### src/rtl/temp_poll_ctrl.sv
// Periodic LM75 poll sequencer in front of i2c_master: start pulse, fixed transfer window,
// signed temperature capture, sample counter and hysteresis alarm. Optional min/max tracking: TEMP_MINMAX_EN.
module temp_poll_ctrl #(
  parameter int         POLL_PERIOD = 50000,
  parameter int         XFER_CYCLES = 400,
  parameter logic [2:0] DEV_ADR     = 3'b101,
  parameter logic [7:0] PTR_REG     = 8'h00
) (
  input  logic       CLK,
  input  logic       RES,
  input  logic       en,
  input  logic [7:0] thr_high,
  input  logic [7:0] thr_low,
  input  logic [7:0] temp_input,
  output logic       start,
  output logic       rw,
  output logic [2:0] adr,
  output logic [7:0] temp_reg_d1,
  output logic [7:0] temp_val,
  output logic       temp_valid,
  output logic       alarm,
  output logic [7:0] sample_cnt,
  output logic       busy
`ifdef TEMP_MINMAX_EN
  ,
  output logic [7:0] temp_min,
  output logic [7:0] temp_max
`endif
);

  localparam int PW = $clog2(POLL_PERIOD);
  localparam int XW = (XFER_CYCLES > 1) ? $clog2(XFER_CYCLES) : 1;

  typedef enum logic [1:0] {IDLE, START, WAIT, CAPTURE} state_t;

  state_t          state, state_n;
  logic [PW-1:0]   period_cnt;
  logic [XW-1:0]   xfer_cnt;
  logic            period_done, xfer_done;

  assign period_done = (period_cnt == PW'(POLL_PERIOD - 1));
  assign xfer_done   = (xfer_cnt == XW'(XFER_CYCLES - 1));

  // NOTE: every combinational output gets a default first so no path leaves it unassigned (no latch).
  always_comb begin
    state_n = state;
    case (state)
      IDLE:    if (en && period_done) state_n = START;
      START:   state_n = WAIT;
      WAIT:    if (xfer_done) state_n = CAPTURE;
      CAPTURE: state_n = IDLE;
      default: state_n = IDLE;
    endcase
  end

  // NOTE: state is updated with non-blocking assignments so all flops sample the same pre-edge values.
  always_ff @(posedge CLK) begin
    if (!RES) state <= IDLE;
    else      state <= state_n;
  end

  // Period counter only runs while idling with en high; any other condition parks it at zero.
  always_ff @(posedge CLK) begin
    if (!RES) begin
      period_cnt <= '0;
      xfer_cnt   <= '0;
    end else begin
      if (state == IDLE && en && !period_done) period_cnt <= period_cnt + PW'(1);
      else                                     period_cnt <= '0;
      if (state == WAIT && !xfer_done) xfer_cnt <= xfer_cnt + XW'(1);
      else                             xfer_cnt <= '0;
    end
  end

  // Bus-side outputs are registered from the next state so they line up with the state itself.
  always_ff @(posedge CLK) begin
    if (!RES) begin
      start       <= 1'b0;
      busy        <= 1'b0;
      rw          <= 1'b1;
      adr         <= DEV_ADR;
      temp_reg_d1 <= PTR_REG;
    end else begin
      start       <= (state_n == START);
      busy        <= (state_n != IDLE);
      rw          <= 1'b1;
      adr         <= DEV_ADR;
      temp_reg_d1 <= PTR_REG;
    end
  end

  // Capture path; set beats clear when the thresholds overlap.
  always_ff @(posedge CLK) begin
    if (!RES) begin
      temp_val   <= 8'h00;
      temp_valid <= 1'b0;
      alarm      <= 1'b0;
      sample_cnt <= 8'h00;
    end else begin
      temp_valid <= (state == CAPTURE);
      if (state == CAPTURE) begin
        temp_val   <= temp_input;
        sample_cnt <= sample_cnt + 8'd1;
        if ($signed(temp_input) > $signed(thr_high))     alarm <= 1'b1;
        else if ($signed(temp_input) < $signed(thr_low)) alarm <= 1'b0;
      end
    end
  end

`ifdef TEMP_MINMAX_EN
  // Reset to the opposite extremes so the first capture overwrites both.
  always_ff @(posedge CLK) begin
    if (!RES) begin
      temp_min <= 8'h7F;
      temp_max <= 8'h80;
    end else if (state == CAPTURE) begin
      if ($signed(temp_input) < $signed(temp_min)) temp_min <= temp_input;
      if ($signed(temp_input) > $signed(temp_max)) temp_max <= temp_input;
    end
  end
`endif

endmodule

### config.mk
export PLATFORM = sky130hd
export DESIGN_NAME = temp_poll_ctrl
export DESIGN_NICKNAME = d
export VERILOG_FILES = /design/src/rtl/temp_poll_ctrl.sv
export SDC_FILE = /design/constraint.sdc
export NUM_CORES = 1
export LEC_CHECK = 0
export ABC_AREA = 0
export CAP_MARGIN = 10
export CORE_MARGIN = 1.5
export CORE_UTILIZATION = 42
export DETAILED_ROUTE_END_ITERATION = 16
export DONT_BUFFER_PORTS = 1
export GPL_ROUTABILITY_DRIVEN = 0
export PLACE_DENSITY_LB_ADDON = 0.25
export SYNTH_ARGS = -nofsm -noshare
export SYNTH_HDL_FRONTEND = slang
export SYNTH_SLANG_ARGS = --single-unit
### constraint.sdc
create_clock -name CLK -period 1.8 [get_ports CLK]
set_input_delay 0.09 -clock CLK [delete_from_list [all_inputs] [get_ports CLK]]
set_output_delay 0.09 -clock CLK [all_outputs]
set_load 0.02 [all_outputs]
==> key figures <==
Layout
  • Most frequent cells in the layout: dfxtp_1, nor2_1, inv_1, ha_1, xnor2_1
  • Layout Cells excl Fill: between 300 and 400
  • Final Cell Area: approximately 2700 sq um
  • Nets@finish: 337
  • Layout area overhead: 11.00%
  • Most common cell after layout, fill and taps aside: dfxtp_1
  • Fillers: between 500 and 600
  • Layout cells sized above 1: slightly above 7%

Detailed routing
  • WL/cell: 12.19 um
  • DRT iter0 DRCs: between 50 and 60
  • Routed vias: roughly 1800
  • Total detailed-routing wirelength: 4424 um
  • Drt drc: 0
  • 1st-pass router iterations: 4
  • Vias/cell: 4.851
  • ANT nets after route: 0

Synth
  • Mapped Cells: between 200 and 300
  • Ys flop type: dfxtp_1
  • Synth async-reset ratio: 0%
  • Netlist cell types: 40
  • Number of synthesized register bits: 47
  • Yosys warns: 0
  • Post-synth EDFFs: 0
  • Proportion of synthesized chip area in sequential cells: 38.47%
  • Mapped cell area: around 2400 sq um
  • Synth top area cells: dfxtp_1, ha_1, xnor2_1
  • Synth top area share: between 30% and 40%
  • Leading area contributor after synthesis: dfxtp_1
  • Syn avg cell area: roughly 9.1 sq um

STA
  • Hold Violations, Final: 0
  • Slew @ Worst Pin: 0.6315 ns
  • Maximum clock rate: about 0.6 GHz
  • Slew headroom: between 50% and 60%
  • Pins Over Slew Limit: 0
  • Min setup slack post-route: between 0.1 and 0.15 ns
  • Post-Route Setup TNS: 0 ns
  • Layout Skew: 0.007427 ns
  • RSZ-0062 raised after global routing: no
  • Minimum clock period: 1.661 ns
  • Final setup fails: 0
  • Tcrit/Tclk final: 92.29%

Place
  • Dpl cells: 345
  • HPWL Detailed: approximately 3200 um
  • Post-Place Cell Area: 2531 sq um
  • IO buf count: 0
  • Place WS: between 0.06 and 0.07 ns

Hold path
  • Hold Path Depth: 3
  • HP Class: input port to register

Critical path
  • Crit path DAT: around 1.9 ns
  • Critical path endpoint: period_cnt[10]
  • Crit start category: register
  • Reg2reg path depth: 4
  • Crit path from: period_cnt[7]
  • R2R Path Start: period_cnt[7]
  • Worst setup path class: register to register
  • Flop-to-flop setup slack: 0.14 ns
  • R2r endpoint: period_cnt[10]
  • Crit path max fanout: 15
  • Worst Path Required: roughly 2.0 ns
  • Critical Path Sink Type: register

Clocking
  • CTS H-tree depth: 2
  • Post-CTS Setup Bufs: 0
  • Root Driver: clkbuf_8
  • Worst-path clk slew: approximately 0.09 ns
  • TritonCTS clock tree: built
  • CTS Sinks: 47
  • Clk buf depth: 2
  • Clk Latency, worst-skew pair: a little over 0.3 ns
  • Inserted Clock Buffers: 5

Global routing
  • First-pass GRT wire length: about 7700 um
  • Initial antenna violation count: 1
  • Largest net degree at the start of global routing: 20
  • Vias in the first global route: between 1500 and 2000
  • Grt ovf: 0
  • GRT Overall Usage: between 15 and 20%

Pwr
  • Max rail drop VDD: approximately 0.00027 V
  • Leakage: roughly 1.0 nW
  • PD cells: ~670 nW/um^2

Floorplan
  • Initial Util: 43.88%
  • Die Width: a little under 80 um
  • IO Count: 59
  • Cell row count: 27
  • Chip Height: slightly below 80 um
  • Die area: between 6000 and 7000 sq um
  • Core area: about 5600 sq um

Run status
  • Status: complete, no violations

Run
  • Max Cap Viol: 0
## per-stage QoR
step	hold slack, ns	utilization [%]	power (W)
after global placement	0.2163	45.41	0.001171
after floorplan	0.2340	-	0.001183
final	0.07358	48.71	0.001809
after global routing	0.08579	48.71	0.001904
after CTS	0.06105	48.62	0.001848
after detailed placement	0.2183	45.41	0.001174
## where the power goes
group          switching, W  internal [W]
combinational     0.0000743     0.0000548
clock              0.000366      0.000271
sequential       0.00000189       0.00104
total              0.000442       0.00137
## critical path, stage by stage (launching register included)
cell	delay [ns]
dfxtp_1	0.34
or4b_1	0.55
nor4_2	0.32
or2b_4	0.28
nor2_1	0.07
## Yosys cell counts, drive strengths merged, types with 4 or more instances
cell type,n
o21ai,4
and2,9
dfxtp,47
buf,14
nor2,31
inv,24
nand2,10
nor2b,9
nand4,9
ha,21
mux2i,9
nand2b,4
xor2,6
nor4,5
nor3,5
nand3,8
xnor2,19
## state kept, by name (all words and copies together), names as in the netlist
signal / flops
temp_val: 8
period_cnt: 16
busy: 1
sample_cnt: 8
alarm: 1
xfer_cnt: 9
state: 2
start: 1
temp_valid: 1
## cell families after synthesis
kind of cell / count (synthesis) / share of synthesized area (%)
compound gates: 21 / 6.189
fa+ha+maj: 21 / 10.74
other cells: 2 / 0.3070
buf+inv: 41 / 8.491
xor+xnor: 25 / 8.951
simple gates: 104 / 23.17
mux: 9 / 3.683
flops: 47 / 38.47
## routing by layer
| metal | routed length [um] | vias up | track usage (%) |
|---|---|---|---|
| met3 | 276 | 8 | 5.172 |
| met2 | 1981 | 46 | 26.41 |
| met4 | 69 | 0 | 5.439 |
| met1 | 2097 | 788 | 17.94 |
| li1 | - | 919 | - |
| met5 | 0 | - | 0 |
## repair_timing
item,CTS,global route
hold buffers,9,0
endpoints found under the setup margin,0,15
resized for setup,0,1
endpoints found under the hold margin,20,0
## final cells by class
cell class | instances | area [sq um] | area share, %
repair buffers | 19 | 165.2 | 6.083
flip-flops and latches | 47 | 940.9 | 34.65
clock buffers | 5 | 68.82 | 2.535
well taps | 72 | 90.09 | 3.318
diodes | 1 | 2.502 | 0.09217
multi-input cells | 192 | 1338 | 49.26
inverters | 24 | 90.09 | 3.318
clock inverters | 3 | 20.02 | 0.7373
## worst min-delay path by stage
stage / start / endpoint / slack (ns)
floorplan: RES / temp_valid / 0.23
global placement: RES / sample_cnt[3] / 0.22
detailed placement: RES / sample_cnt[2] / 0.22
CTS: RES / xfer_cnt[3] / 0.06
global route: RES / xfer_cnt[0] / 0.09
finish: RES / xfer_cnt[1] / 0.07
(Power assumes the default switching activity.)
